`src/rtl/display_scan_if.sv`:
```
// Display scan interface: bundles the scan controller's control inputs and its
// anode-decoder / segment-decoder outputs.
//   en, digits[15:0], dp_in[3:0], lzb       : panel -> controller
//   H, Sel1, Sel2, bcd_out[3:0], dp_out,
//   frame_tick                               : controller -> decoders
// master: the panel side that drives the control inputs.
// slave : the scan controller.
interface display_scan_if;
    logic        en;
    logic [15:0] digits;
    logic [3:0]  dp_in;
    logic        lzb;
    logic        H;
    logic        Sel1;
    logic        Sel2;
    logic [3:0]  bcd_out;
    logic        dp_out;
    logic        frame_tick;

    modport master (
        output en, digits, dp_in, lzb,
        input  H, Sel1, Sel2, bcd_out, dp_out, frame_tick
    );

    modport slave (
        input  en, digits, dp_in, lzb,
        output H, Sel1, Sel2, bcd_out, dp_out, frame_tick
    );
endinterface

```
`src/rtl/display_scan_ctrl.sv`:
```
// Time-multiplexed scan controller for a 4-digit 7-segment display.
// Each digit slot is SCAN_DIV cycles: BLANK_CYC cycles with the anode decoder
// disabled (anti-ghosting), then the remainder with the digit shown. Digits,
// decimal points and the leading-zero-blank flag are snapshotted once per frame
// so a frame never mixes old and new values.
// Ports:
//   clk   : system clock
//   rst_n : asynchronous active-low reset
//   bus   : display_scan_if.slave (en, digits, dp_in, lzb in;
//           H, Sel1, Sel2, bcd_out, dp_out, frame_tick out)
module display_scan_ctrl #(
    parameter int SCAN_DIV  = 50000,
    parameter int BLANK_CYC = 500,
    parameter int CNT_W     = 16
) (
    input  logic          clk,
    input  logic          rst_n,
    display_scan_if.slave bus
);
    typedef enum logic [1:0] {IDLE, BLANK, SHOW} state_e;

    localparam logic [CNT_W-1:0] BLANK_LAST = CNT_W'(BLANK_CYC - 1);
    localparam logic [CNT_W-1:0] SHOW_LAST  = CNT_W'(SCAN_DIV - BLANK_CYC - 1);

    state_e           state_q, state_d;
    logic [CNT_W-1:0] cnt_q, cnt_d;
    logic [1:0]       idx_q, idx_d;
    logic [15:0]      snap_q, snap_d;
    logic [3:0]       dp_snap_q, dp_snap_d;
    logic             lzb_snap_q, lzb_snap_d;
    logic             tick_q, tick_d;

    // A slot is blanked when blanking is on and it and every slot to its left
    // hold zero; the rightmost slot always shows so "0" remains visible.
    function automatic logic lead_blank(input logic [15:0] d, input logic lz,
                                        input logic [1:0] i);
        logic r;
        r = 1'b0;
        if (lz) begin
            case (i)
                2'd0:    r = (d[15:12] == 4'd0);
                2'd1:    r = (d[15:8] == 8'd0);
                2'd2:    r = (d[15:4] == 12'd0);
                default: r = 1'b0;
            endcase
        end
        return r;
    endfunction

    always_ff @(posedge clk or negedge rst_n) begin
        if (!rst_n) begin
            state_q    <= IDLE;
            cnt_q      <= '0;
            idx_q      <= '0;
            snap_q     <= '0;
            dp_snap_q  <= '0;
            lzb_snap_q <= 1'b0;
            tick_q     <= 1'b0;
        end else begin
            state_q    <= state_d;
            cnt_q      <= cnt_d;
            idx_q      <= idx_d;
            snap_q     <= snap_d;
            dp_snap_q  <= dp_snap_d;
            lzb_snap_q <= lzb_snap_d;
            tick_q     <= tick_d;
        end
    end

    always_comb begin
        state_d    = state_q;
        cnt_d      = cnt_q;
        idx_d      = idx_q;
        snap_d     = snap_q;
        dp_snap_d  = dp_snap_q;
        lzb_snap_d = lzb_snap_q;
        tick_d     = 1'b0;
        if (!bus.en) begin
            state_d = IDLE;
            cnt_d   = '0;
            idx_d   = '0;
        end else begin
            case (state_q)
                IDLE: begin
                    state_d    = BLANK;
                    cnt_d      = '0;
                    idx_d      = '0;
                    snap_d     = bus.digits;
                    dp_snap_d  = bus.dp_in;
                    lzb_snap_d = bus.lzb;
                    tick_d     = 1'b1;
                end
                BLANK: begin
                    if (cnt_q == BLANK_LAST) begin
                        state_d = SHOW;
                        cnt_d   = '0;
                    end else begin
                        cnt_d = cnt_q + CNT_W'(1);
                    end
                end
                SHOW: begin
                    if (cnt_q == SHOW_LAST) begin
                        state_d = BLANK;
                        cnt_d   = '0;
                        idx_d   = idx_q + 2'd1;
                        // Frame boundary: new snapshot lands with slot 0's first blank cycle.
                        if (idx_q == 2'd3) begin
                            snap_d     = bus.digits;
                            dp_snap_d  = bus.dp_in;
                            lzb_snap_d = bus.lzb;
                            tick_d     = 1'b1;
                        end
                    end else begin
                        cnt_d = cnt_q + CNT_W'(1);
                    end
                end
                default: begin
                    state_d = IDLE;
                    cnt_d   = '0;
                    idx_d   = '0;
                end
            endcase
        end
    end

    logic [3:0] bcd_sel;
    logic       dp_sel;

    always_comb begin
        bcd_sel = 4'd0;
        dp_sel  = 1'b0;
        case (idx_q)
            2'd0:    begin bcd_sel = snap_q[15:12]; dp_sel = dp_snap_q[3]; end
            2'd1:    begin bcd_sel = snap_q[11:8];  dp_sel = dp_snap_q[2]; end
            2'd2:    begin bcd_sel = snap_q[7:4];   dp_sel = dp_snap_q[1]; end
            default: begin bcd_sel = snap_q[3:0];   dp_sel = dp_snap_q[0]; end
        endcase
    end

    assign bus.H          = (state_q == SHOW) && !lead_blank(snap_q, lzb_snap_q, idx_q);
    assign bus.Sel1       = idx_q[1];
    assign bus.Sel2       = idx_q[0];
    assign bus.bcd_out    = bcd_sel;
    assign bus.dp_out     = dp_sel;
    assign bus.frame_tick = tick_q;
endmodule

```
`src/flat_wrapper.sv`:
```
// flat-port wrapper written by rule: the top's interface ports become plain ports
module display_scan_ctrl_flat 
#(
    parameter int SCAN_DIV  = 50000,
    parameter int BLANK_CYC = 500,
    parameter int CNT_W     = 16
)
  (clk, rst_n, bus_en, bus_digits, bus_dp_in, bus_lzb, bus_H, bus_Sel1, bus_Sel2, bus_bcd_out, bus_dp_out, bus_frame_tick);
  display_scan_if bus_i ();
  input  logic clk;
  input  logic rst_n;
  input wire logic [$bits(bus_i.en)-1:0] bus_en;
  input wire logic [$bits(bus_i.digits)-1:0] bus_digits;
  input wire logic [$bits(bus_i.dp_in)-1:0] bus_dp_in;
  input wire logic [$bits(bus_i.lzb)-1:0] bus_lzb;
  output wire logic [$bits(bus_i.H)-1:0] bus_H;
  output wire logic [$bits(bus_i.Sel1)-1:0] bus_Sel1;
  output wire logic [$bits(bus_i.Sel2)-1:0] bus_Sel2;
  output wire logic [$bits(bus_i.bcd_out)-1:0] bus_bcd_out;
  output wire logic [$bits(bus_i.dp_out)-1:0] bus_dp_out;
  output wire logic [$bits(bus_i.frame_tick)-1:0] bus_frame_tick;
  assign bus_i.en = bus_en;
  assign bus_i.digits = bus_digits;
  assign bus_i.dp_in = bus_dp_in;
  assign bus_i.lzb = bus_lzb;
  assign bus_H = bus_i.H;
  assign bus_Sel1 = bus_i.Sel1;
  assign bus_Sel2 = bus_i.Sel2;
  assign bus_bcd_out = bus_i.bcd_out;
  assign bus_dp_out = bus_i.dp_out;
  assign bus_frame_tick = bus_i.frame_tick;
  display_scan_ctrl #(.SCAN_DIV(SCAN_DIV), .BLANK_CYC(BLANK_CYC), .CNT_W(CNT_W)) u_core (.clk(clk), .rst_n(rst_n), .bus(bus_i));
endmodule
```
`config.mk`:
```
export PLATFORM = sky130hd
export DESIGN_NAME = display_scan_ctrl_flat
export DESIGN_NICKNAME = d
export VERILOG_FILES = /design/src/rtl/display_scan_if.sv /design/src/rtl/display_scan_ctrl.sv /design/src/flat_wrapper.sv
export SDC_FILE = /design/constraint.sdc
export NUM_CORES = 1
export LEC_CHECK = 0
export CORE_MARGIN = 4
export CORE_UTILIZATION = 27
export DETAILED_ROUTE_END_ITERATION = 12
export HOLD_SLACK_MARGIN = 0.05
export PLACE_DENSITY = 0.49
export SYNTH_ARGS = -nofsm -noshare
export SYNTH_HDL_FRONTEND = slang
export SYNTH_SLANG_ARGS = --single-unit
```
`constraint.sdc`:
```
create_clock -name clk -period 5.6 [get_ports clk]
set_input_delay 1.12 -clock clk [delete_from_list [all_inputs] [get_ports clk]]
set_output_delay 1.12 -clock clk [all_outputs]
set_load 0.02 [all_outputs]
```
Word level (Yosys, flattened, before mapping):

Cells that the tools add are included.

* input bits: 24
* word-level logic and storage cells: 60
* register bits: 42

* reductions and logical operators: 11
* equality and inequality tests: 12
* add/sub/neg operators: 2
* multiplexer cells: 28

Operator list (number)
* two-way mux 16 bit: 5
* one-hot mux 16 bit (2 select lines): 2
* adder 16 x 1 -> 16 bit, second input constant: 1
* == test 16 bit, second input constant: 1
* == test 16 x 9 -> 1 bit, second input constant: 1
* zero test 12 bit: 1
* one-hot mux 4 bit (3 select lines): 1
* two-way mux 2 bit: 5
* zero test 8 bit: 1
* two-way mux 4 bit: 2
* one-hot mux 4 bit (2 select lines): 1
* == test 2 bit, second input constant: 3
* two-way mux 1 bit: 6
* != test 3 x 2 -> 1 bit, second input constant: 2
* one-hot mux 1 bit (3 select lines): 2
* one-hot mux 2 bit (3 select lines): 1
* == test 2 x 1 -> 1 bit, second input constant: 2
* zero test 2 bit: 2
* zero test 4 bit: 1
* != test 2 x 1 -> 1 bit, second input constant: 2
* one-hot mux 1 bit (2 select lines): 2
* one-hot mux 2 bit (2 select lines): 1
* AND reduction 2 bit: 2
* AND reduction 4 bit: 1
* 5 further kinds: 5

Logic depth before layout (Yosys ltp):

* depth after elaboration: 5
* mapped depth: 8
* depth with buffers taken out: 6

Least setup slack after synthesis:

No wires, ideal clock.

* path kind: register to output
* start: reg u_core.idx_q[0]
* end: out bus_H
* cell stages (with the launch flop): 6
* arrival: 1.449 ns
* required time: 4.480 ns
* buffers on the path: 0
* setup slack: 3.031 ns
* path through: dfrtp_1 inv_1 ha_1 a21o_1 a21oi_1 o41a_1

* word-level cells in the longest chain between the ends: 5

RTL lines
* start, declared: line display_scan_ctrl.sv:27 `logic [1:0] idx_q, idx_d;`
* start signal, assigned: line display_scan_ctrl.sv:62 `idx_q <= idx_d;`
* == test 2 bit (tied with other cells): line display_scan_ctrl.sv:40 `case (i)`
* one-hot mux 1 bit (3 select lines) *: line display_scan_ctrl.sv:40
* two-way mux 1 bit *: line display_scan_ctrl.sv:39 `if (lz) begin`
* zero test 1 bit *: line display_scan_ctrl.sv:140 `assign bus.H = (state_q == SHOW) && !lead_blank(snap_q, lzb_snap_q, idx_q);`
* logical AND 1 bit *: line display_scan_ctrl.sv:140
* end, declared: line flat_wrapper.sv:16 `output wire logic [$bits(bus_i.H)-1:0] bus_H;`

Every way passes the cells marked *; elsewhere a longest branch is shown, timed or not.

Worst setup path in the final report:

Ends and elaborated chain as after synthesis.

==> metrics.yaml <==
cells_and_area:
  seq_area_um2: 1050
  diodes: 0
  layout_commonest_cell: "dfrtp_1"
  fillers: 875
  stdcell_count: 334
  final_cell_area_um2: 2790
  nets: 261
  multi_input_area_um2: 1160
  layout-drive-gt1-share: 0.166
  final_util: 0.335
  syn2layout_area_growth_pct: 18.9
  layout_common_cells: "42 x dfrtp_1, 31 x clkdlybuf4s50_1, 20 x mux2_4"
timing:
  hold_viol: 0
  slew_violations: 0
  fin_ws_ns: 2.17
  fin_crit_sh: 0.613
  tightest_slew_ns: 0.990
  finalSetupTns_ns: 0
  fmax_mhz: 291
  clock_skew_ns: 0.0172
  hold_slack_ns: 0.483
  max_slew_margin: 0.338
  finalCriticalPeriod_ns: 3.43
  grt_setup_unrepaired: "false"
  setup_viol: 0
synthesis:
  synthDistinctLibCells: 44
  ys_seq_area_frac: 0.448
  synth_area_um2: 2350
  ys.flop_type: "dfrtp_1"
  synthCells: 199
  avgSynthCellArea_um2: 11.8
  synth-warning-count: 0
  ys_ff_latch: 42
  syn_nets: 232
  async_flop_share: 1.00
  synth_edf_count: 0
setup_path:
  crit_arrival_ns: 2.31
  crit_path_top_delay_cell: "clkdlybuf4s50_1"
  worstPathMaxFanout: 6
  crit_type: "reg -> out"
  cp_top_family: "buffers and inverters"
  path_cells: "inv_1 -> ha_1 -> a21o_1 -> a21oi_1 -> o41a_1 -> clkdlybuf4s50_1"
  reg2regPathDepth: 4
  required_ns: 4.48
  critPathCaptureType: "output pin"
  cp-start-kind: "register"
  cp_num_cells: 6
  cp_slowest_stage_delay_ns: 0.55
  path_buf_inv: 2
pwr:
  p_clk_frac: 0.189
  swShare: 0.343
  p_sw_uw: 384
  power.internal_uw: 735
  p_leak_nw: 1.12
  power.total_mw: 1.12
  seq_power_share: 0.409
  p_comb_frac: 0.402
  power_density_nw_per_um2: 401
  vdd_drop_max_uv: 127
route:
  drtAntennaViolNets: 0
  dr_total_vias: 1567
  drtPass1Iterations: 5
  routed_wl_mm: 4.96
  wl_per_cell_um: 14.9
  drt_iter0_markers: 50
  drc: 0
  viasPerCell: 4.69
placement:
  place_congestion: 0.748
  dp_hpwl_mm: 3.50
  placed_area_um2: 2700
  port-buffer-count: 32
  dpl_worst_slack_ns: 2.31
  place_inst: 326
die:
  die_h_um: 101
  fp.dieArea_um2: 10300
  ios: 33
  start_util: 0.282
  die_w_um: 101
  core_area_um2: 8340
  num_rows: 33
cts:
  h-tree-depth: 2
  cts_buffers: 5
  cts.sink_count: 42
  cts_buffer_depth: 2
  ctsResizeCount: 0
  clock_tree.root_cell: "clkbuf_8"
  cts.reportedPaths.clkPinSlew_ns: 0.09
  insertion_delay_ns: 0.30
  post_cts.repair.setup_buffers: 0
  cts_tree: "yes"
  cts_hold_buf: 0
grt:
  grt_max_degree: 43
  grt-busiest-layer: "met2"
  grtUsageMet1: 0.133
  grt_pass1_vias: 1742
  grt.total_usage: 0.104
  met2_usage: 0.174
  grt_pass1_wl_mm: 8.51
  grt.overflow.total: 0
  antenna_found_initial: 0
  use_met3: 0.0289
worst_hold_path:
  hold_depth: 1
  holdCritPathClass: "reg -> reg"
status:
  status: "completed"
flow_run:
  maxCapViolations: 0
-- final cells by class --
type                            instances  share of cell area
Clock inverter                          3             0.00941
Clock buffer                            5              0.0247
Timing Repair Buffer                   32               0.113
Sequential cell                        42               0.377
Multi-Input combinational cell        137               0.416
Tap cell                              105              0.0471
Inverter                               10              0.0134
-- Yosys cell counts (2+ instances only) --
| cell | instances | area, µm² |
|---|---|---|
| ha_1 | 9 | 113 |
| a211oi_1 | 2 | 15.0 |
| mux2i_1 | 7 | 70.1 |
| clkbuf_1 | 3 | 11.3 |
| mux2_2 | 2 | 22.5 |
| nand3_1 | 5 | 25.0 |
| or4b_2 | 2 | 20.0 |
| o22ai_1 | 2 | 12.5 |
| nand3b_1 | 2 | 15.0 |
| a222oi_1 | 5 | 50.1 |
| nand4bb_1 | 2 | 22.5 |
| nor2_1 | 6 | 22.5 |
| xor2_1 | 2 | 17.5 |
| dfrtp_1 | 42 | 1050 |
| xnor2_1 | 10 | 87.6 |
| mux2_4 | 20 | 300 |
| a21oi_1 | 2 | 10.0 |
| buf_12 | 2 | 40.0 |
| nand4_1 | 4 | 25.0 |
| inv_1 | 10 | 37.5 |
| or4_4 | 2 | 22.5 |
| nand2_1 | 17 | 63.8 |
| nor4_1 | 5 | 31.3 |
| nor3_1 | 16 | 80.1 |
-- power groups by stage --
stage               registers [mW]  logic (mW)  clock network, mW
global route                 0.471       0.494              0.234
finish                       0.457       0.450              0.211
global placement             0.466       0.450                  0
CTS                          0.458       0.458              0.224
detailed placement           0.464       0.456                  0
floorplan                    0.444       0.374                  0
-- flip-flops by register name, indices dropped and copies added (netlist names) --
| signal | flops |
|---|---|
| u_core.bus.frame_tick | 1 |
| u_core.cnt_q | 16 |
| u_core.dp_snap_q | 4 |
| u_core.idx_q | 2 |
| u_core.lzb_snap_q | 1 |
| u_core.snap_q | 16 |
| u_core.state_q | 2 |
-- cell families after synthesis --
family / after synthesis / share of synthesized area
AO/OA/AOI/OAI: 18 / 0.0703
XOR/XNOR: 12 / 0.0448
adder cells (fa/ha/maj): 9 / 0.0479
buffers and inverters: 20 / 0.0581
flip-flops: 42 / 0.448
multiplexers: 29 / 0.167
AND/OR/NAND/NOR: 69 / 0.164
-- path summary, 6_finish.rpt --
path,start,slack (ns),endpoint
worst max register to register,u_core.cnt_q[13],2.69,u_core.snap_q[0]
worst min register to register,u_core.cnt_q[0],0.48,u_core.cnt_q[0]
worst max-delay path,u_core.idx_q[0],2.17,bus_H
worst min-delay path,u_core.cnt_q[0],0.48,u_core.cnt_q[0]
min in group asynchronous,rst_n,0.96,u_core.snap_q[11]
max in group asynchronous,rst_n,4.02,u_core.cnt_q[15]
-- layer usage --
metal / up-vias / routed length (µm)
li1: 775 / -
met1: 755 / 2340
met2: 32 / 2320
met3: 5 / 263
met4: 0 / 37
met5: - / 0
-- worst register-to-register path, cell delays in order (launching register included) --
cell and delay [ns]:
dfrtp_1 0.45, or4_4 0.57, or4_4 0.58, a21oi_4 0.81, mux2_2 0.42
Note: power is estimated with default switching activity, not from simulation.
